<file path="src/rtl/transpose_engine.sv">
// Element-serial matrix transpose engine with start/busy/done handshake.
// Inputs are latched on acceptance and the result is held until the next accepted start.
module transpose_engine #(
  parameter int unsigned MAX_DIM = 5,
  parameter int unsigned ELEM_W  = 8,
  parameter int unsigned DIM_W   = $clog2(MAX_DIM + 1)
) (
  input  logic                                clk,
  input  logic                                reset,
  input  logic                                start,
  input  logic [DIM_W-1:0]                    m_in,
  input  logic [DIM_W-1:0]                    n_in,
  input  logic [MAX_DIM*MAX_DIM*ELEM_W-1:0]   matrix_in,
  output logic                                busy,
  output logic                                done,
  output logic                                valid,
  output logic                                error,
  output logic [DIM_W-1:0]                    m_out,
  output logic [DIM_W-1:0]                    n_out,
  output logic [MAX_DIM*MAX_DIM*ELEM_W-1:0]   matrix_out
);

  localparam int unsigned MAT_W = MAX_DIM * MAX_DIM * ELEM_W;
  localparam int unsigned IDX_W = $clog2(MAT_W);

  typedef enum logic [1:0] {
    IDLE,
    COPY,
    FIN,
    ERR
  } state_t;

  state_t             state, state_d;
  logic [DIM_W-1:0]   m_lat, m_lat_d;
  logic [DIM_W-1:0]   n_lat, n_lat_d;
  logic [MAT_W-1:0]   mat_lat, mat_lat_d;
  logic [DIM_W-1:0]   r, r_d;
  logic [DIM_W-1:0]   c, c_d;

  logic               busy_d, done_d, valid_d, error_d;
  logic [DIM_W-1:0]   m_out_d, n_out_d;
  logic [MAT_W-1:0]   mat_out_d;

  logic               dims_ok_c;
  logic               c_last_c;
  logic               r_last_c;
  logic [IDX_W-1:0]   src_base_c;
  logic [IDX_W-1:0]   dst_base_c;

  // Request legality and copy-loop position decode
  always_comb begin
    dims_ok_c  = (m_in != '0) && (m_in <= DIM_W'(MAX_DIM)) &&
                 (n_in != '0) && (n_in <= DIM_W'(MAX_DIM));
    c_last_c   = (c == n_lat - DIM_W'(1));
    r_last_c   = (r == m_lat - DIM_W'(1));
    src_base_c = IDX_W'((IDX_W'(r) * IDX_W'(MAX_DIM) + IDX_W'(c)) * IDX_W'(ELEM_W));
    dst_base_c = IDX_W'((IDX_W'(c) * IDX_W'(MAX_DIM) + IDX_W'(r)) * IDX_W'(ELEM_W));
  end

  // Next-state and next-output logic
  always_comb begin
    state_d   = state;
    m_lat_d   = m_lat;
    n_lat_d   = n_lat;
    mat_lat_d = mat_lat;
    r_d       = r;
    c_d       = c;
    busy_d    = busy;
    done_d    = 1'b0;
    valid_d   = valid;
    error_d   = error;
    m_out_d   = m_out;
    n_out_d   = n_out;
    mat_out_d = matrix_out;

    case (state)
      IDLE: begin
        if (start) begin
          m_lat_d   = m_in;
          n_lat_d   = n_in;
          mat_lat_d = matrix_in;
          mat_out_d = '0;
          valid_d   = 1'b0;
          error_d   = 1'b0;
          m_out_d   = '0;
          n_out_d   = '0;
          r_d       = '0;
          c_d       = '0;
          if (dims_ok_c) begin
            busy_d  = 1'b1;
            state_d = COPY;
          end else begin
            state_d = ERR;
          end
        end
      end

      COPY: begin
        // Source (r,c) lands at destination (c,r); traversal is row-major over the source
        mat_out_d[dst_base_c +: ELEM_W] = mat_lat[src_base_c +: ELEM_W];
        if (c_last_c) begin
          c_d = '0;
          r_d = r + DIM_W'(1);
          if (r_last_c) begin
            state_d = FIN;
          end
        end else begin
          c_d = c + DIM_W'(1);
        end
      end

      FIN: begin
        done_d  = 1'b1;
        valid_d = 1'b1;
        busy_d  = 1'b0;
        m_out_d = n_lat;
        n_out_d = m_lat;
        state_d = IDLE;
      end

      ERR: begin
        done_d    = 1'b1;
        error_d   = 1'b1;
        valid_d   = 1'b0;
        busy_d    = 1'b0;
        m_out_d   = '0;
        n_out_d   = '0;
        mat_out_d = '0;
        state_d   = IDLE;
      end

      default: begin
        state_d = IDLE;
      end
    endcase
  end

  // State and registered outputs
  always_ff @(posedge clk) begin
    if (reset) begin
      state      <= IDLE;
      m_lat      <= '0;
      n_lat      <= '0;
      mat_lat    <= '0;
      r          <= '0;
      c          <= '0;
      busy       <= 1'b0;
      done       <= 1'b0;
      valid      <= 1'b0;
      error      <= 1'b0;
      m_out      <= '0;
      n_out      <= '0;
      matrix_out <= '0;
    end else begin
      state      <= state_d;
      m_lat      <= m_lat_d;
      n_lat      <= n_lat_d;
      mat_lat    <= mat_lat_d;
      r          <= r_d;
      c          <= c_d;
      busy       <= busy_d;
      done       <= done_d;
      valid      <= valid_d;
      error      <= error_d;
      m_out      <= m_out_d;
      n_out      <= n_out_d;
      matrix_out <= mat_out_d;
    end
  end

endmodule

</file>
<file path="config.mk">
export PLATFORM = sky130hd
export DESIGN_NAME = transpose_engine
export DESIGN_NICKNAME = d
export VERILOG_FILES = /design/src/rtl/transpose_engine.sv
export SDC_FILE = /design/constraint.sdc
export NUM_CORES = 1
export LEC_CHECK = 0
export CAP_MARGIN = 25
export CORE_ASPECT_RATIO = 0.6
export CORE_MARGIN = 4
export CORE_UTILIZATION = 49
export CTS_CLUSTER_SIZE = 40
export DETAILED_ROUTE_END_ITERATION = 7
export GPL_TIMING_DRIVEN = 0
export PLACE_DENSITY = 0.85
export SLEW_MARGIN = 10
export SYNTH_ARGS = -nofsm -noshare
export SYNTH_HDL_FRONTEND = slang
export SYNTH_SLANG_ARGS = --single-unit
export TNS_END_PERCENT = 10
</file>
<file path="constraint.sdc">
create_clock -name clk -period 4.3 [get_ports clk]
set_input_delay 0.86 -clock clk [delete_from_list [all_inputs] [get_ports clk]]
set_output_delay 0.86 -clock clk [all_outputs]
set_load 0.005 [all_outputs]
</file>
* Word-level counts from Yosys, hierarchy flattened *
Cells that the tools add are included.

storage, ports and cells
  output and inout bits = 210
  input port bits = 209
  bits in registers = 424

operators by class
  add/subtract/negate cells = 7
  order comparisons = 2
  muxes and demuxes = 22
  reductions and logical operators = 20
  eq/ne operators = 9
  shift-type cells = 3
  $mul = 2

operators with widths
  kind                                                     count
  case mux 200 bit (3 select lines)                        1
  bitwise mux 200 bit                                      1
  2-to-1 mux 200 bit                                       1
  variable shift 8 x 10 -> 200 bit (first input constant)  1
  indexed part select 200 x 9 -> 8 bit                     1
  indexed part select 8 x 10 -> 200 bit                    1
  case mux 3 bit (3 select lines)                          2
  case mux 3 bit (2 select lines)                          2
  nonzero test 3 bit                                       4
  adder 5 x 3 -> 5 bit                                     2
  multiplier 3 x 3 -> 5 bit (second input constant)        2
  negation 8 -> 10 bit                                     1
  AND reduction 2 bit                                      5
  2-to-1 mux 3 bit                                         3
  AND reduction 3 bit                                      3
  2-to-1 mux 2 bit                                         4
  != test 2 bit (second input constant)                    4
  adder 3 x 1 -> 3 bit (second input constant)             2
  equality test 3 bit                                      2
  <= comparator 3 bit (second input constant)              2
  case mux 2 bit (3 select lines)                          1
  nonzero test 2 bit                                       3
  subtractor 3 x 1 -> 3 bit (second input constant)        2
  equality test 2 bit (second input constant)              2
  other kinds (7)                                          13

* Depth between registers and ports, before layout *
  word-level depth = 7
  gate-level depth with buffers = 14
  mapped depth without buffers = 10

* Worst setup path before layout *
No wires, ideal clock.

  kind = flip-flop to flip-flop
  start = register r[2]
  end = register matrix_out[180]
  buffers on the path = 2
  stages on the path, launching flop included = 12
  data required time = 4,179 ps
  library setup time = 121 ps
  setup slack = 965 ps
  data arrival time = 3,214 ps
  cell sequence = dfxtp_1 > ha_1 > ha_1 > inv_1 > fa_1 > buf_1 > mux4_2 > nand2_1 > nand3_1 > a31oi_1 > clkbuf_1 > a2bb2o_1

on the way
  cells in the longest elaborated chain, start to end = 6

RTL lines
  what                                   line  RTL
  start: declaration                     37    logic [DIM_W-1:0] r, r_d;
  start signal: assignment               159   r <= r_d;
  multiplier 3 x 3 -> 5 bit              56    src_base_c = IDX_W'((IDX_W'(r) * IDX_W'(MAX_DIM) + IDX_W'(c)) * IDX_W'(ELEM_W));
  adder 5 x 3 -> 5 bit                   56
  indexed part select 200 x 9 -> 8 bit   100   mat_out_d[dst_base_c +: ELEM_W] = mat_lat[src_base_c +: ELEM_W];
  indexed part select 8 x 10 -> 200 bit  100
  bitwise mux 200 bit *                  100
  case mux 200 bit (3 select lines) *    76    case (state)
  end signal: assignment                 167   matrix_out <= mat_out_d;
  end: declaration                       20    output logic [MAX_DIM*MAX_DIM*ELEM_W-1:0] matrix_out

Mark *: on every way between the ends. The rest lies on a longest branch, timed or not.
A chain may end at the register's enable or synchronous reset.

* Worst setup path in the final report *
  start = register r[2]
  end = register matrix_out[25]

Same word-level chain as after synthesis.

==> flow_metrics.env <==
export IMPL_synth_fp_nets=2018
export IMPL_vdd_ir_drop_max_mv=0.3308
export IMPL_cp_slowest_cell="fa_1"
export IMPL_p_leak_uw=0.008120
export IMPL_post_cts_buffers=0
export IMPL_core_area_um2=32610
export IMPL_maxSlewHeadroom_pct=28.12
export IMPL_h_tree_depth=2
export IMPL_ys_types=51
export IMPL_ys_ff_latch=424
export IMPL_post_route_min_period_ns=4.240
export IMPL_use_met1_pct=43.94
export IMPL_hold_path_cell_count=2
export IMPL_antenna_found_initial=4
export IMPL_drv_cap=0
export IMPL_ios=419
export IMPL_min_period_over_period_pct=98.62
export IMPL_die_y_um=149.2
export IMPL_clock_skew_ns=0.02168
export IMPL_start_util_pct=49.97
export IMPL_die_area_um2=36330
export IMPL_path_clk_slew_ns=0.07
export IMPL_cp_start_kind="flip-flop"
export IMPL_syn_inst=1789
export IMPL_cts_root_buf="clkbuf_16"
export IMPL_nets=2478
export IMPL_critPathBufInv=4
export IMPL_area_growth_pct=38.06
export IMPL_syn_area_um2=16290
export IMPL_ys_seq_area_share_pct=52.10
export IMPL_die_x_um=243.4
export IMPL_fp_row_count=51
export IMPL_fillers=2460
export IMPL_vias=16192
export IMPL_min_path_type="flip-flop to flip-flop"
export IMPL_routed_wl_mm=61.37
export IMPL_grt_usage_pct=32.14
export IMPL_wl_per_cell_um=22.47
export IMPL_cts_sinks=424
export IMPL_maxSlewViolCount=0
export IMPL_dp_cells=2658
export IMPL_grt_max_degree=16
export IMPL_synth_area_leaders="dfxtp_1 52%, nand2_1 12%, a21oi_1 7.2%"
export IMPL_fin_cells=2731
export IMPL_cp_common_cell="buf_2"
export IMPL_cts_buffer_depth=3
export IMPL_grt_use_met3_pct=10.29
export IMPL_busiest_layer="met2"
export IMPL_finalSetupViolCount=0
export IMPL_cp_max_fo=10
export IMPL_drive_gt1_share_pct=6.848
export IMPL_ys_flop_type="dfxtp_1"
export IMPL_grt_overflow=0
export IMPL_grt_pass1_vias=15750
export IMPL_finalHoldViolCount=0
export IMPL_first_iter_violations=1825
export IMPL_grt_pass1_wl_mm=91.08
export IMPL_numCtsBuffers=39
export IMPL_synth_edf_count=0
export IMPL_grt_met2_usage_pct=49.15
export IMPL_synth_warning_count=0
export IMPL_path_delay_family="adder cells"
export IMPL_path_class="flip-flop to flip-flop"
export IMPL_status="completed"
export IMPL_reg2reg_from="r[2]"
export IMPL_cp_arrival_ns=4.64
export IMPL_p_per_area_nw_per_um2=407.3
export IMPL_cp_end_kind="flip-flop"
export IMPL_min_to="mat_lat[153]"
export IMPL_synth_area_leader_cell="dfxtp_1"
export IMPL_synthArstFlopShare_pct=0
export IMPL_cts_tree="built"
export IMPL_max_clock_freq_mhz=235.8
export IMPL_synth_top_area_share_pct=52.10
export IMPL_firstDrtPassIters=6
export IMPL_place_hpwl_mm=46.39
export IMPL_cp_slowest_stage_delay_ns=0.59
export IMPL_timing_setup_tns_ns=0
export IMPL_clock_latency_ns=0.54
export IMPL_drc=0
export IMPL_reg2reg_to="matrix_out[25]"
export IMPL_via_per_inst=5.929
export IMPL_tightest_slew_ns=1.068
export IMPL_portBuffers=418
export IMPL_crit_chain="ha_1 -> ha_1 -> inv_1 -> fa_1 -> buf_2 -> buf_2 -> mux4_2 -> nand2_1 -> a31oi_1 -> a21oi_4 -> buf_2 -> o21ai_0"
export IMPL_required_ns=4.70
export IMPL_final_antenna_net_count=0
export IMPL_r2r_slack_ns=0.06
export IMPL_syn_area_per_cell_um2=9.107
export IMPL_hold_start="mat_lat[153]"
export IMPL_gp_congestion=0.9886
export IMPL_r2r_cells=12
==> per-layer routing <==
metal | share of wire, % | wire [um] | vias to the layer above
li1 | - | - | 7189
met4 | 3.2 | 1966 | 2
met3 | 13 | 7840 | 151
met2 | 43 | 26320 | 1073
met1 | 41 | 25230 | 7777
met5 | 0.021 | 13 | -
==> cell usage after synthesis, drive strengths merged (6+ instances only) <==
cell,number
xnor2,10
dfxtp,424
and2,6
a2bb2o,32
a22oi,10
nand3,32
nand2,527
a21oi,236
a41oi,8
o2bb2ai,104
nand4,9
xor2,8
ha,18
mux4,36
o21ai,66
inv,11
nor2,29
mux2i,26
nor3,15
clkbuf,89
buf,30
a31oi,19
==> registers in the layout, indices dropped and copies added, names as in the netlist <==
| signal | flops |
|---|---|
| mat_lat | 200 |
| matrix_out | 200 |
| c | 3 |
| m_lat | 3 |
| m_out | 3 |
| n_lat | 3 |
| n_out | 3 |
| r | 3 |
| state | 2 |
| busy | 1 |
| done | 1 |
| error | 1 |
| valid | 1 |
==> logic make-up after synthesis <==
logic type      synth area share, %
buf+inv                       3.233
simple gates                  15.64
xor+xnor                      1.014
mux                           6.719
flops                         52.10
fa+ha+maj                     1.628
compound gates                19.67
==> power by group <==
| part | internal, uW | switching [uW] |
|---|---|---|
| clock network | 2130 | 1550 |
| logic | 483 | 812 |
| registers | 4080 | 108 |
==> how the worst max path moves through the flow <==
| stage | startpoint | endpoint | slack [ns] | depth (start not counted) |
|---|---|---|---|---|
| floorplan | r[2] | matrix_out[180] | 0.97 | 11 |
| global placement | r[2] | matrix_out[180] | -0.56 | 11 |
| detailed placement | r[2] | matrix_out[30] | -0.51 | 12 |
| CTS | r[2] | matrix_out[30] | 0.02 | 12 |
| global route | c[1] | matrix_out[72] | -0.006 | 14 |
| finish | r[2] | matrix_out[25] | 0.06 | 12 |
==> worst min-delay path, cell delays in order (launching register included) <==
cell,delay [ns]
dfxtp_1,0.31
nand2_1,0.05
a21oi_1,0.05
==> stage by stage <==
step | setup WS (ns) | area [um2] | utilization, % | total power (uW) | hold slack (ns)
CTS | 0.02023 | 22420 | 68.74 | 9117 | 0.4550
global placement | -0.5617 | 21040 | 64.53 | 5462 | 0.4347
global route | -0.006466 | 22490 | 68.98 | 9426 | 0.4714
floorplan | 0.9651 | 16290 | - | 4919 | 0.4329
finish | 0.05953 | 22490 | 68.98 | 9161 | 0.4574
detailed placement | -0.5119 | 21050 | 64.55 | 5504 | 0.4456
==> what timing repair did <==
item,in CTS,in global routing
hold buffers,0,0
resized for setup,10,22
setup endpoints to repair,184,159
==> placed cells by master, fill, tap and decap left out, drive strengths merged, types with 4 or more instances in the layout <==
cell / netlist / final
clkinv: 0 / 10
mux4: 36 / 36
nor2b: 5 / 5
nand2: 527 / 527
nand4: 9 / 9
a21oi: 236 / 236
nor3: 15 / 15
nand2b: 4 / 4
nor2: 29 / 29
bufinv: 0 / 4
a21o: 4 / 4
and3: 4 / 4
clkbuf: 89 / 147
o2bb2ai: 104 / 104
buf: 30 / 28
clkdlybuf4s50: 0 / 418
dfxtp: 424 / 424
ha: 18 / 18
mux2i: 26 / 26
a22oi: 10 / 10
a31oi: 19 / 19
inv: 11 / 12
xor2: 8 / 8
a2bb2o: 32 / 32
and2: 6 / 6
xnor2: 10 / 10
o21ai: 66 / 66
nand3: 32 / 32
a41oi: 8 / 8
==> cell type report <==
class                           count  area, um2  area share, %
Sequential cell                   424       8488          37.73
Multi-Input combinational cell   1235       7360          32.72
Timing Repair Buffer              419       4192          18.63
Clock buffer                       55       1159          5.151
Tap cell                          450      563.0          2.503
Buffer                            119      501.7          2.231
Clock inverter                     15      182.7         0.8121
Inverter                           11      41.29         0.1836
Antenna cell                        3      7.507        0.03337
Note: power is estimated with default switching activity, not from simulation.
==> edit, RTL diff (same flow settings) <==
Re-encode `state_t` (4 states) as one-hot, 4 bits wide.
--- a/src/rtl/transpose_engine.sv
+++ b/src/rtl/transpose_engine.sv
@@ -23,11 +23,11 @@
   localparam int unsigned MAT_W = MAX_DIM * MAX_DIM * ELEM_W;
   localparam int unsigned IDX_W = $clog2(MAT_W);
 
-  typedef enum logic [1:0] {
-    IDLE,
-    COPY,
-    FIN,
-    ERR
+  typedef enum logic [3:0] {
+    IDLE = 4'b0001,
+    COPY = 4'b0010,
+    FIN  = 4'b0100,
+    ERR  = 4'b1000
   } state_t;
 
   state_t             state, state_d;
Check against the original RTL: same outputs for any inputs over 4 cycles, from zero or initial values and one cycle with reset high; so few cycles prove little.
==> edit against the unedited design <==
- sequential cell count grew 2
- power shrank 3.9%
- largest power group unchanged
- worst setup slack gained 55 ps
- routed wire length grew 2.9%
- synthesized cell count grew 0.89%
- final area grew 2.9%
- highest routed layer unchanged
- first-iteration DRC count grew 7.5%
- synthesized area grew 4.4%
==> edit: results (changes against the unedited design) <==
CTS
  – H-tree levels: 2 (unchanged)
  – Number of buffers on the longest clock path: 3 (unchanged)

Placement
  – HPWL after detailed placement: 48090 microns (+3.7%)
  – Global placement routability congestion: 0.9800 (-0.87%)
  – Number of placed instances, taps included: 2682 (+0.90%)
  – DP Area: 0.02177 sq mm (+3.4%)

Cells and area
  – Fraction of layout cells with a size suffix above 1: 8.588% (+1.7 points)
  – NumNets Final: 2495 (+0.69%)
  – Biggest registers after layout: mat_lat x200, matrix_out x200, state x4

Power and ir drop
  – Pleak: 8.264 nW (+1.8%)
  – Net switching component of the power: 2.207 mW (-11%)
  – Max VDD drop: 306.0 uV (-7.5%)
  – Switching power share of the total: 25.08% (-1.9 points)
  – Power Combinational: 964 uW (-25%)

GRT
  – Vias in the first global route: 16080 (+2.1%)
  – Number of antenna violations at the first check in global routing: 9 (+5)
  – Fraction of met3 tracks used by global routing: 10.41% (+0.11 points)
  – Largest net degree at the start of global routing: 17 (+1)
  – Met1 Resource Use GR: 44.01% (+0.070 points)
  – First-pass GRT wire length: 94700 microns (+4.0%)
  – Global Route Usage Sum: 31.60% (-0.54 points)
  – Met2 track utilization from global routing: 47.12% (-2.0 points)

Setup path
  – Critical path's top delay family: multiplexers
  – Crit path DAT: 4590 ps (-50 ps)
  – Max stage delay on crit path: 530 ps (-60 ps)

Drt
  – Final wirelength: 63140 microns (+2.9%)
  – Via-per-instance ratio: 5.916 (-0.22%)
  – Number of detailed-route iterations in the first pass: 7 (+1)
  – WL/cell: 22.86 microns (+1.7%)
  – Number of violations reported at the end of detailed-routing iteration 0: 1961 (+7.5%)

Synth
  – Sequential area share after synthesis: 50.15% (-1.9 points)
  – Count of yosys warnings during synthesis: 0 (unchanged)
  – Syn Nets: 2034 (+0.79%)
  – Commonest cells post-synth: sky130_fd_sc_hd__nand2_1 (456), sky130_fd_sc_hd__dfxtp_1 (426), sky130_fd_sc_hd__a21oi_1 (228)
  – Share of flip-flops with an asynchronous set or reset: 0% (unchanged)
  – Synth cell types: 69 (+35%)
  – Ranking of synthesized cells by area: sky130_fd_sc_hd__dfxtp_1 (50%), sky130_fd_sc_hd__nand2_1 (10%), sky130_fd_sc_hd__a21oi_1 (6.7%)
  – Number of cells produced by synthesis: 1805 (+0.89%)

Timing
  – Actual slew at the worst max-slew pin: 1029 ps (-39.67 ps)
  – Final clock skew: 15.43 ps (-6.252 ps)

Status
  – Result of the run: finished, final reports clean
## edit: changes by cell type after synthesis, moves of 32 or more
cell                        change
sky130_fd_sc_hd__mux2i_1       +33
sky130_fd_sc_hd__a2bb2o_1      -32
sky130_fd_sc_hd__nand2_1       -71
sky130_fd_sc_hd__a22o_1        +88
sky130_fd_sc_hd__o32ai_1       +39
sky130_fd_sc_hd__o21ai_0       -62
sky130_fd_sc_hd__o2bb2ai_1     -64
sky130_fd_sc_hd__inv_1         +39
## edit: logic make-up after synthesis
family                   share of synthesized area, %
AND/OR/NAND/NOR                                 13.70
flip-flops                                      50.15
AO/OA/AOI/OAI                                   20.46
multiplexers                                    8.711
XOR/XNOR                                       0.8534
buffers and inverters                           4.569
adder cells (fa/ha/maj)                         1.560
## edit: cell type report
type	instances	area, sq um
fill	2665	10820
inverter	50	187.7
antenna	9	22.52
clock inverter	18	229.0
timing repair buffer	420	4194
buffer	128	589.3
multi-input combinational	1201	7710
tap	459	574.3
sequential	426	8528
clock buffer	51	1104
## edit: worst paths after layout
check	slack (ps)	cells after the start	startpoint	to
worst max-delay path	110	12	r[2]	matrix_out[152]
worst min-delay path	450	2	mat_lat[4]	mat_lat[4]
worst max register to register	110	12	r[2]	matrix_out[152]
worst min register to register	450	2	mat_lat[4]	mat_lat[4]
## edit: metal layers
metal  vias up  wire, microns
li1       7334              -
met1      7857          26620
met2      1021          27250
met3       126           7704
met4         2           1490
met5         -             75
## edit: metrics by stage
step                setup WS [ps]  hold slack, ps  utilization [%]
global placement            309.0           438.9            64.08
CTS                         222.0           455.2            68.03
floorplan                    1153           433.1                -
finish                      114.1           452.3            68.13
global route                19.33           473.0            68.13
detailed placement          255.8           446.5            64.10
## edit: repair_timing
action                                  CTS  global route
gates resized for setup                   0             1
endpoints found under the setup margin    0             2
endpoints found under the hold margin     0             0
